==> config.mk <==
export PLATFORM = sky130hd
export DESIGN_NAME = pipeline_skid_register
export DESIGN_NICKNAME = d
export VERILOG_FILES = /design/src/rtl/pipe_pkg.sv /design/src/rtl/sat_counter.sv /design/src/rtl/pipeline_skid_register.sv
export SDC_FILE = /design/constraint.sdc
export NUM_CORES = 1
export LEC_CHECK = 0
export ABC_AREA = 1
export BUFFER_PORTS_ARGS = -buffer_cell sky130_fd_sc_hd__buf_2
export CORE_MARGIN = 2
export CORE_UTILIZATION = 50
export DETAILED_ROUTE_END_ITERATION = 12
export MAX_ROUTING_LAYER = met4
export PLACE_DENSITY = 0.75
export SLEW_MARGIN = 10
export SYNTH_ARGS = -nofsm -noshare
export SYNTH_HDL_FRONTEND = slang
export SYNTH_SLANG_ARGS = --single-unit
export TNS_END_PERCENT = 1
==> constraint.sdc <==
create_clock -name clk -period 1.85 [get_ports clk]
set_input_delay 0.0925 -clock clk [delete_from_list [all_inputs] [get_ports clk]]
set_output_delay 0.0925 -clock clk [all_outputs]
set_load 0.005 [all_outputs]
==> src/rtl/pipe_pkg.sv <==
// rtl/pipe_pkg.sv - shared types for the pipeline boundary registers
//
// occ_t      : 2-bit entry count (0..2) held by a skid register
// mem_wb_t   : MEM/WB payload; its packed width is the default DATA_W
package pipe_pkg;

    typedef logic [1:0] occ_t;

    typedef struct packed {
        logic [31:0] ram_data;
        logic [31:0] alu_result;
        logic [4:0]  rd;
        logic        reg_write;
        logic [31:0] next_pc;
    } mem_wb_t;

    localparam int MEM_WB_W = $bits(mem_wb_t);

endpackage

==> src/rtl/sat_counter.sv <==
// rtl/sat_counter.sv - saturating up-counter
//
// clk   : clock, rising edge
// reset : synchronous active-high clear
// inc   : add one this cycle (ignored once at all-ones)
// count : current value
module sat_counter #(
    parameter int CNT_W = 16
) (
    input  logic             clk,
    input  logic             reset,
    input  logic             inc,
    output logic [CNT_W-1:0] count
);

    always_ff @(posedge clk) begin
        if (reset) begin
            count <= '0;
        end else if (inc && (count != {CNT_W{1'b1}})) begin
            count <= count + 1'b1;
        end
    end

endmodule

==> src/rtl/pipeline_skid_register.sv <==
// rtl/pipeline_skid_register.sv - two-entry skid register for a pipeline boundary
//
// clk, reset           : clock and synchronous active-high reset
// in_valid/in_ready    : upstream handshake, in_data payload
// out_valid/out_ready  : downstream handshake, out_data payload
// flush                : drop held and incoming payloads
// occupancy            : entries held (0..2)
// stall_cnt            : saturating count of cycles with out_valid && !out_ready
module pipeline_skid_register
    import pipe_pkg::*;
#(
    parameter int DATA_W         = MEM_WB_W,
    parameter bit CLEAR_ON_FLUSH = 1'b1,
    parameter int CNT_W          = 16
) (
    input  logic              clk,
    input  logic              reset,
    input  logic              in_valid,
    output logic              in_ready,
    input  logic [DATA_W-1:0] in_data,
    output logic              out_valid,
    input  logic              out_ready,
    output logic [DATA_W-1:0] out_data,
    input  logic              flush,
    output occ_t              occupancy,
    output logic [CNT_W-1:0]  stall_cnt
);

    logic              main_valid;
    logic [DATA_W-1:0] main_data;
    logic              skid_valid;
    logic [DATA_W-1:0] skid_data;

    logic accept;
    logic rel;
    logic main_valid_n;
    logic skid_valid_n;
    logic load_main_in;
    logic load_main_skid;
    logic load_skid;

    assign accept    = in_valid && in_ready;
    assign rel       = main_valid && out_ready;
    assign out_valid = main_valid;
    assign out_data  = main_data;

    // in_ready is registered as "skid will be empty", so an accept can never
    // coincide with a skid->main move and out_ready never reaches in_ready
    // combinationally.
    always_comb begin
        main_valid_n   = main_valid;
        skid_valid_n   = skid_valid;
        load_main_in   = 1'b0;
        load_main_skid = 1'b0;
        load_skid      = 1'b0;
        if (rel && skid_valid) begin
            load_main_skid = 1'b1;
            skid_valid_n   = 1'b0;
        end else if (rel) begin
            main_valid_n = accept;
            load_main_in = accept;
        end else if (accept) begin
            if (main_valid) begin
                load_skid    = 1'b1;
                skid_valid_n = 1'b1;
            end else begin
                load_main_in = 1'b1;
                main_valid_n = 1'b1;
            end
        end
    end

    always_ff @(posedge clk) begin
        if (reset) begin
            main_valid <= 1'b0;
            skid_valid <= 1'b0;
            main_data  <= '0;
            skid_data  <= '0;
            in_ready   <= 1'b1;
            occupancy  <= '0;
        end else if (flush) begin
            main_valid <= 1'b0;
            skid_valid <= 1'b0;
            if (CLEAR_ON_FLUSH) begin
                main_data <= '0;
                skid_data <= '0;
            end
            in_ready  <= 1'b1;
            occupancy <= '0;
        end else begin
            main_valid <= main_valid_n;
            skid_valid <= skid_valid_n;
            if (load_main_skid) begin
                main_data <= skid_data;
            end else if (load_main_in) begin
                main_data <= in_data;
            end
            if (load_skid) begin
                skid_data <= in_data;
            end
            in_ready  <= !skid_valid_n;
            occupancy <= {1'b0, main_valid_n} + {1'b0, skid_valid_n};
        end
    end

    // Back-pressure is counted even in a flush cycle; only reset clears it.
    sat_counter #(
        .CNT_W(CNT_W)
    ) u_stall_cnt (
        .clk  (clk),
        .reset(reset),
        .inc  (main_valid && !out_ready),
        .count(stall_cnt)
    );

endmodule

## After elaboration in Yosys (flattened, before gate mapping)

Index checks and enable logic that the tools add are counted.
W data, S select, Z words.

- Bits in registers: 225
- Input bits: 107
- Output and inout port bits: 122

- Add/subtract/negate cells: 2
- Equality and inequality tests: 1
- Mux-type cells: 18
- Reductions and logical operators: 9

Operators by type and width:

| kind | number |
|---|---|
| $mux W102 | 2 |
| $add A16 B1 Y16 const B | 1 |
| $mux W1 | 16 |
| $ne A16 B16 Y1 const B | 1 |
| $logic_and A1 B1 Y1 | 5 |
| $add A1 B1 Y2 | 1 |
| $logic_not A1 Y1 | 2 |
| $reduce_bool A2 Y1 | 1 |
| $reduce_or A2 Y1 | 1 |

## Logic depth before layout (Yosys ltp)

Gate-level depths: netlist of the first run.

- Depth in word-level cells: 6
- Depth in mapped cells: 10
- Depth with buffers taken out: 8

## Modules after synthesis

From an unflattened synthesis of the first run, not the netlist that was laid out.

- Cells, all modules: 1427
- Area total of the unflattened synthesis: 9999.6 µm²

By module, submodules not included:

| module | times used | cells an instance | area each (µm²) |
|---|---|---|---|
| pipeline_skid_register | 1 | 1278 | 9069.9 |
| sat_counter | 1 | 149 | 929.6 |

## Least setup slack after synthesis of the first run

Ideal clock, no wire load.

- Path kind: reg2reg
- From: register u_stall_cnt.count[0]
- To: register u_stall_cnt.count[11]
- Arrival time: 1.355 ns
- Required time: 1.735 ns
- Slack: 0.380 ns
- Cell stages (with the launch flop): 8
- Path buffers: 1
- Clock period less this slack: 1.470 ns
- Path through: dfxtp_1 > ha_1 > inv_1 > nor2_1 > nand4_2 > buf_2 > a21oi_1 > nor2_1

- Cells in the longest elaborated chain, start to end: 2

Ends and longest elaborated chain:

| element | RTL line | text |
|---|---|---|
| start, declared | sat_counter.sv:13 | `output logic [CNT_W-1:0] count` |
| start signal, assigned | sat_counter.sv:20 | `count <= count + 1'b1;` |
| branches (longest 2 deep; another with $add A16 B1 Y16) | n/a |  |

Several ways; the timed one is not identified.
A chain may end at the register's enable or synchronous reset.

## Final worst setup path of the first run

- From: register main_valid, in the netlist out_valid
- To: register main_data[93], in the netlist out_data[93]

- Cells in the longest elaborated chain, start to end: 5

Ends and longest elaborated chain:

| element | RTL line | text |
|---|---|---|
| start, declared | pipeline_skid_register.sv:29 | `logic main_valid;` |
| start signal, assigned | pipeline_skid_register.sv:91 | `main_valid <= main_valid_n;` |
| $mux W1 | pipeline_skid_register.sv:63 | `if (main_valid) begin` |
| $mux W1 | pipeline_skid_register.sv:62 | `end else if (accept) begin` |
| $mux W1 | pipeline_skid_register.sv:59 | `end else if (rel) begin` |
| $mux W1 | pipeline_skid_register.sv:56 | `if (rel && skid_valid) begin` |
| $reduce_bool A2 Y1 (no source line) | n/a |  |
| end signal, assigned | pipeline_skid_register.sv:94 | `main_data <= skid_data;` |
| end signal, assigned | pipeline_skid_register.sv:96 | `main_data <= in_data;` |
| end, declared | pipeline_skid_register.sv:30 | `logic [DATA_W-1:0] main_data;` |

Parallel ways exist; a longest one is shown, timed or not.

==> run metrics, run 1 <==
status=finished clean; met3 wire len=roughly 1.7 mm; Crit path arrival time=2.11 ns; post-CTS setup buffer count=0; DP Cell Count=1639; Hold Fails Final Rpt=0; Row Count=a little under 50; Syn. warnings=0; share of cells above drive strength 1=0.1973; DRT Wirelength=25.90 mm; Synth Register Bits=225; WL/cell=about 15 um; Crit Path Category=flop to flop; syn_area_per_cell=approximately 7.3 sq um; die width=138.4 um; post-route ant nets=0; FFs w/ async S/R, synth=0; I/O Buffers=between 200 and 250; Detailed Route Iter0 Violations=626; synth unique cells=24; RSZ-0062 raised after global routing=no; CTS tree=yes; fin crit period=roughly 1.7 ns; clk slew on worst S/H paths=about 0.060 ns; pin count of the biggest net entering global routing=83; global-route wire length before repair=roughly 42 mm; RePlAce Congestion=0.8755; Routed met2 length=12.37 mm; Worst setup EP type=flop; Syn-to-layout area delta=35.98%; fillers=1481; setup violators final=0; fmax=a little under 0.6 GHz; Met1 Routed Length=10.96 mm; top fanout value on the critical path=21; initial antenna violation count=1; Die Y=~140 um; sequential-to-total area share from yosys stat=0.4986; NumNets Final=1648; ys flop type=dfxtp_1; top cells by area, synth=dfxtp_1 50%, nor2_1 13%, a21oi_1 8.5%; GRT Residual Overflow=0; Net Count, Synth=1352; Worst Reg-to-Reg Cells=7; Ports=229; dpl hpwl=15.30 mm; initial cell density of the core=0.5063; worst flop-to-flop path endpoint=out_data[93]$_SDFFE_PP0P_; Via density=about 5.3; cell taking the most area after synthesis=dfxtp_1; EDFF count, synth=0; CTS Sinks=225; Clock Latency Late Sink=0.51 ns; hold crit path type=primary input to flop; DR DRC count=0; H-tree Lvls=1; hold depth=4; Reg2Reg Setup Slack=0.16 ns; P per Cell Area=around 890 nW/um^2; via count=9405; GRT Overall Usage=0.2648; CTS buffer count=24; clk_skew=0.006856 ns; setup_tns=0 ns; Critical Path Source=out_valid$_SDFF_PP0_; Synth Cell Area=approximately 9000 sq um; Syn Inst Count=around 1200; startpoint types=flop; CP required=2.27 ns; Core ar.=17840 sq um; leakage=between 5 and 6 nW; crit share post-route=0.9114; CTS Buffer Depth=3; top routing layer in use=met4; vias in the first global route=just under 9000; Slew Limit Fails=0; Layout Cells excl Fill=roughly 1800; CTS root buffer=clkbuf_16; Max-cap violations=0; RR Startpoint=out_valid$_SDFF_PP0_; DRT Pass-1 Iters=5; top cell type's share of synthesized area=0.4986; die area=19160 sq um; Worst Setup EP=out_data[93]$_SDFFE_PP0P_; Slew headroom=0.5834; Tightest Pin Transition=~0.62 ns; Min-Delay Startpoint=out_ready; worst vdd ir=between 700 and 800 uV
[report_power, final]
group | total [W] | internal (W) | leakage, nW | switching (W)
registers | 0.00500 | 0.00494 | 1.82 | 0.0000529
logic | 0.000954 | 0.000456 | 2.90 | 0.000499
clock network | 0.00504 | 0.00312 | 0.409 | 0.00192
total | 0.0110 | 0.00852 | 5.14 | 0.00247
[placed cells by master (no fill, tap or decap), types with 2 or more instances in the layout]
master | netlist | routed
dfxtp_1 | 225 | 225
buf_4 | 3 | 18
bufinv_16 | 0 | 3
nand2_4 | 1 | 2
clkbuf_8 | 0 | 6
inv_2 | 3 | 2
nand2_1 | 182 | 181
inv_1 | 52 | 51
nand3_1 | 23 | 22
nor2_1 | 302 | 301
buf_2 | 44 | 228
o211ai_1 | 38 | 38
inv_4 | 0 | 2
clkinv_2 | 0 | 3
dlygate4sd3_1 | 0 | 104
o21ai_1 | 36 | 36
clkbuf_16 | 0 | 25
a21oi_1 | 153 | 153
nor3_1 | 2 | 2
buf_12 | 0 | 10
clkinvlp_4 | 0 | 2
o21ai_0 | 130 | 130
clkbuf_1 | 38 | 3
[kinds of logic (layout without fill, tap and decap cells)]
kind of cell,after synthesis,count (layout),share of synthesized area
other,0,1,0
buffers and inverters,146,458,0.07133
AND/OR/NAND/NOR,514,514,0.2197
adder cells (fa/ha/maj),1,1,0.001385
AO/OA/AOI/OAI,358,358,0.2090
flip-flops,225,225,0.4986
[worst min path at each step]
| stage | endpoint |
|---|---|
| detailed placement | u_stall_cnt.count[12]$_SDFFE_PP0P_ |
| floorplan | u_stall_cnt.count[12]$_SDFFE_PP0P_ |
| global placement | u_stall_cnt.count[12]$_SDFFE_PP0P_ |
| finish | occupancy[1]$_SDFF_PP0_ |
| global route | occupancy[1]$_SDFF_PP0_ |
| CTS | occupancy[1]$_SDFF_PP0_ |
[area by class of cell]
| class | count | area, sq um | area share |
|---|---|---|---|
| multi-input cells | 873 | 3914 | 0.3186 |
| diodes | 1 | 2.502 | 0.0002037 |
| clock inverters | 8 | 123.9 | 0.01008 |
| inverters | 56 | 216.5 | 0.01762 |
| well taps | 229 | 286.5 | 0.02332 |
| repair buffers | 360 | 2517 | 0.2049 |
| flip-flops and latches | 225 | 4504 | 0.3667 |
| clock buffers | 34 | 719.4 | 0.05857 |
[metrics by stage]
step | instance area [sq um] | hold WS [ns] | total power [W] | utilization | setup slack [ns]
CTS | 12270 | 0.01212 | 0.01105 | 0.6879 | 0.1417
global placement | 10390 | 0.3209 | 0.005853 | 0.5823 | 0.2372
floorplan | 9034 | 0.1616 | 0.005517 | - | 0.3797
finish | 12280 | 0.03500 | 0.01099 | 0.6885 | 0.1639
detailed placement | 10390 | 0.3297 | 0.005861 | 0.5823 | 0.1822
global route | 12280 | 0.05771 | 0.01135 | 0.6885 | 0.01243
[worst max-delay path, stage by stage (launching register included)]
cell	delay (ns)
dfxtp_1	0.44
nand2_4	0.12
nand2_1	0.10
nand2_2	0.08
inv_4	0.23
buf_4	0.32
nand2_1	0.11
a21oi_1	0.20
[sequential cells by signal, summed over array words and instances (netlist names)]
register	flops
out_data	102
skid_data	102
u_stall_cnt.count	16
occupancy	2
in_ready	1
out_valid	1
skid_valid	1
[Yosys cell counts, types with 4 or more instances]
| cell type | number |
|---|---|
| o21ai_1 | 36 |
| nand3_1 | 23 |
| o21ai_0 | 130 |
| nand2_1 | 182 |
| o211ai_1 | 38 |
| dfxtp_1 | 225 |
| a21oi_1 | 153 |
| clkbuf_1 | 38 |
| inv_1 | 52 |
| nor2_1 | 302 |
| buf_6 | 4 |
| buf_2 | 44 |
[layer usage]
metal  vias up  track usage
met1      4323       0.3308
met3        70      0.04018
met2       357       0.4372
met4         0      0.09667
met5         -            -
li1       4655            -
[timing repair]
action / in CTS / in global routing
setup endpoints to repair: 0 / 2
resized for setup: 0 / 1
hold buffers: 104 / 0
endpoints found under the hold margin: 209 / 0
(Power assumes the default switching activity.)
==> run 2, diff against run 1 <==
--- a/constraint.sdc
+++ b/constraint.sdc
@@ -3,2 +3,2 @@
 set_output_delay 0.0925 -clock clk [all_outputs]
-set_load 0.005 [all_outputs]
+set_load 0.1 [all_outputs]
==> run metrics, run 2 (synthesis results as in run 1) <==
status=finished clean; fmax=0.5944 GHz (+0.22%); dpl hpwl=14.96 mm (-2.2%); Slew Limit Fails=0 (unchanged); setup_tns=0 ns (unchanged); most common cell after layout, fill and taps aside=nor2_1; Detailed Route Iter0 Violations=704 (+12%); Min-Delay Startpoint=out_ready; Reg2Reg Setup Slack=0.17 ns (about the same); pin count of the biggest net entering global routing=66 (-20%); CTS buffer count=24 (unchanged); commonest cells after routing, fill and taps aside=301 x nor2_1, 228 x buf_2, 207 x dfxtp_1, 181 x nand2_1, 153 x a21oi_1; H-tree Lvls=1 (unchanged); Hold Fails Final Rpt=0 (unchanged); ant diodes=0 (-1); Die Y=138.4 um (unchanged); RSZ-0062 raised after global routing=no; share of cells above drive strength 1=0.2061 (+0.008752); top fanout value on the critical path=31 (+48%); Ports=229 (unchanged); DRT Pass-1 Iters=5 (unchanged); switching share of power=0.2661 (+0.04131); setup violators final=0 (unchanged); Hold Path Sink=u_stall_cnt.count[1]$_SDFFE_PP0P_; Slew headroom=0.5519 (-0.03150); worst vdd ir=692.4 uV (-13%); Slowest-stage cell, CP=dfxtp_2; startpoint types=flop; DR DRC count=0 (unchanged); CTS root buffer=clkbuf_16; Max-cap violations=0 (unchanged); initial antenna violation count=0 (-1); Crit Path Category=flop to flop; delay of the slowest critical-path stage=0.38 ns (-0.06 ns); RePlAce Congestion=0.8742 (-0.15%); GRT Overall Usage=0.2611 (-0.003651); initial cell density of the core=0.5063 (unchanged); P per Cell Area=930.5 nW/um^2 (+4.1%); die area=19160 sq um (unchanged); Syn-to-layout area delta=35.15%; Crit path arrival time=2.11 ns (about the same); post-route ant nets=0 (unchanged); die width=138.4 um (unchanged); clk slew on worst S/H paths=0.06 ns (about the same); fin crit period=1.682 ns (-0.003759 ns); Tightest Pin Transition=0.6721 ns (+0.04725 ns); vias in the first global route=8555 (-2.5%); DRT Wirelength=25.90 mm (about the same); hold depth=5 (+1); critical path's top delay family=simple AND/OR/NAND/NOR gates; GRT Residual Overflow=0 (unchanged); Seq pwr share=0.440 (-0.015); clk_skew=0.01991 ns (+0.01305 ns); CTS tree=yes; leakage=5.097 nW (-0.76%); hold crit path type=primary input to flop; Worst setup EP type=flop; RR Startpoint=out_valid$_SDFF_PP0_; DP Worst Slack=0.2537 ns (+0.07153 ns); worst flop-to-flop path endpoint=skid_data[43]$_SDFFE_PP0P_; Gate power share=0.131 (+0.044); clock power share=0.429 (-0.029); CP required=2.28 ns (about the same); Cell Chain, Critical Path=inv_1 -> nor2_1 -> nand2_4 -> inv_2 -> buf_4 -> nor2_1 -> nor2_1; global-route wire length before repair=41.39 mm (-1.7%); Core ar.=17840 sq um (unchanged); Final WS setup=0.1677 ns (+0.003759 ns); I/O Buffers=228 (unchanged); Int Power=0.008338 W (-2.1%); switching power=0.003023 W (+22%); Worst Reg-to-Reg Cells=7 (unchanged); final core occ=0.6843 (-0.004208); via count=9355 (-0.53%); CTS Sinks=225 (unchanged); Clock Latency Late Sink=0.52 ns (about the same); CTS Buffer Depth=3 (unchanged); crit share post-route=0.9094 (-0.002032); Row Count=49 (unchanged); WP depth=7 (unchanged); Crit path top cell by count=nor2_1; crit path buf inv count=3 (+1); Via density=5.250 (-0.31%); NumNets Final=1644 (-0.24%); Total Power=0.01136 W (+3.4%); WL/cell=14.53 um (+0.22%)
run 2: worst min-delay path: cells and delay by family:
family	cells	cell delay, ns
AND/OR/NAND/NOR	4	0.28
buffers and inverters	1	0.12
run 2: per-layer routing:
| layer | global-route usage | up-vias | wire (um) |
|---|---|---|---|
| met3 | 0.03083 | 52 | 1628 |
| met1 | 0.3376 | 4318 | 11180 |
| li1 | - | 4637 | - |
| met2 | 0.4302 | 348 | 12450 |
| met5 | - | - | 0 |
| met4 | 0.08271 | 0 | 648 |
run 2: area by class of cell:
cell class              instances  area [sq um]
inverters                      56         216.5
repair buffers                356          2462
clock buffers                  36         715.7
well taps                     229         286.5
multi-input cells             873          3905
flip-flops and latches        225          4527
fillers                      1428          5632
clock inverters                 7         96.34
run 2: worst max path at each step:
stage / from / to
5_1_grt: out_valid$_SDFF_PP0_ / skid_data[43]$_SDFFE_PP0P_
2_1_floorplan: u_stall_cnt.count[0]$_SDFFE_PP0P_ / u_stall_cnt.count[11]$_SDFFE_PP0P_
4_1_cts: out_valid$_SDFF_PP0_ / skid_data[43]$_SDFFE_PP0P_
3_5_place_dp: out_valid$_SDFF_PP0_ / skid_data[59]$_SDFFE_PP0P_
6_report: out_valid$_SDFF_PP0_ / skid_data[43]$_SDFFE_PP0P_
3_3_place_gp: out_valid$_SDFF_PP0_ / out_data[73]$_SDFFE_PP0P_
run 2: metrics by stage:
| step | cells | hold slack, ns | instance area [sq um] |
|---|---|---|---|
| finish | 1782 | 0.03753 | 12210 |
| global route | 1782 | 0.06669 | 12210 |
| CTS | 1782 | 0.02546 | 12210 |
| detailed placement | 1635 | 0.3105 | 10360 |
| global placement | 1635 | 0.3088 | 10360 |
| floorplan | 1244 | 0.1542 | 9056 |
run 2: what timing repair did:
| item | in CTS | in global routing |
|---|---|---|
| buffers inserted | 0 | 0 |
| setup endpoints to repair | 0 | 0 |
| endpoints found under the hold margin | 209 | 0 |
| gates resized for setup | 0 | 0 |
| hold buffers | 104 | 0 |
run 2: power groups by stage:
stage	combinational [W]	sequential, W	clock (W)
after global routing	0.00159	0.00501	0.00513
after CTS	0.00147	0.00500	0.00494
final	0.00149	0.00500	0.00487
after floorplan	0.000416	0.00565	0
after global placement	0.00129	0.00510	0
after detailed placement	0.00130	0.00510	0
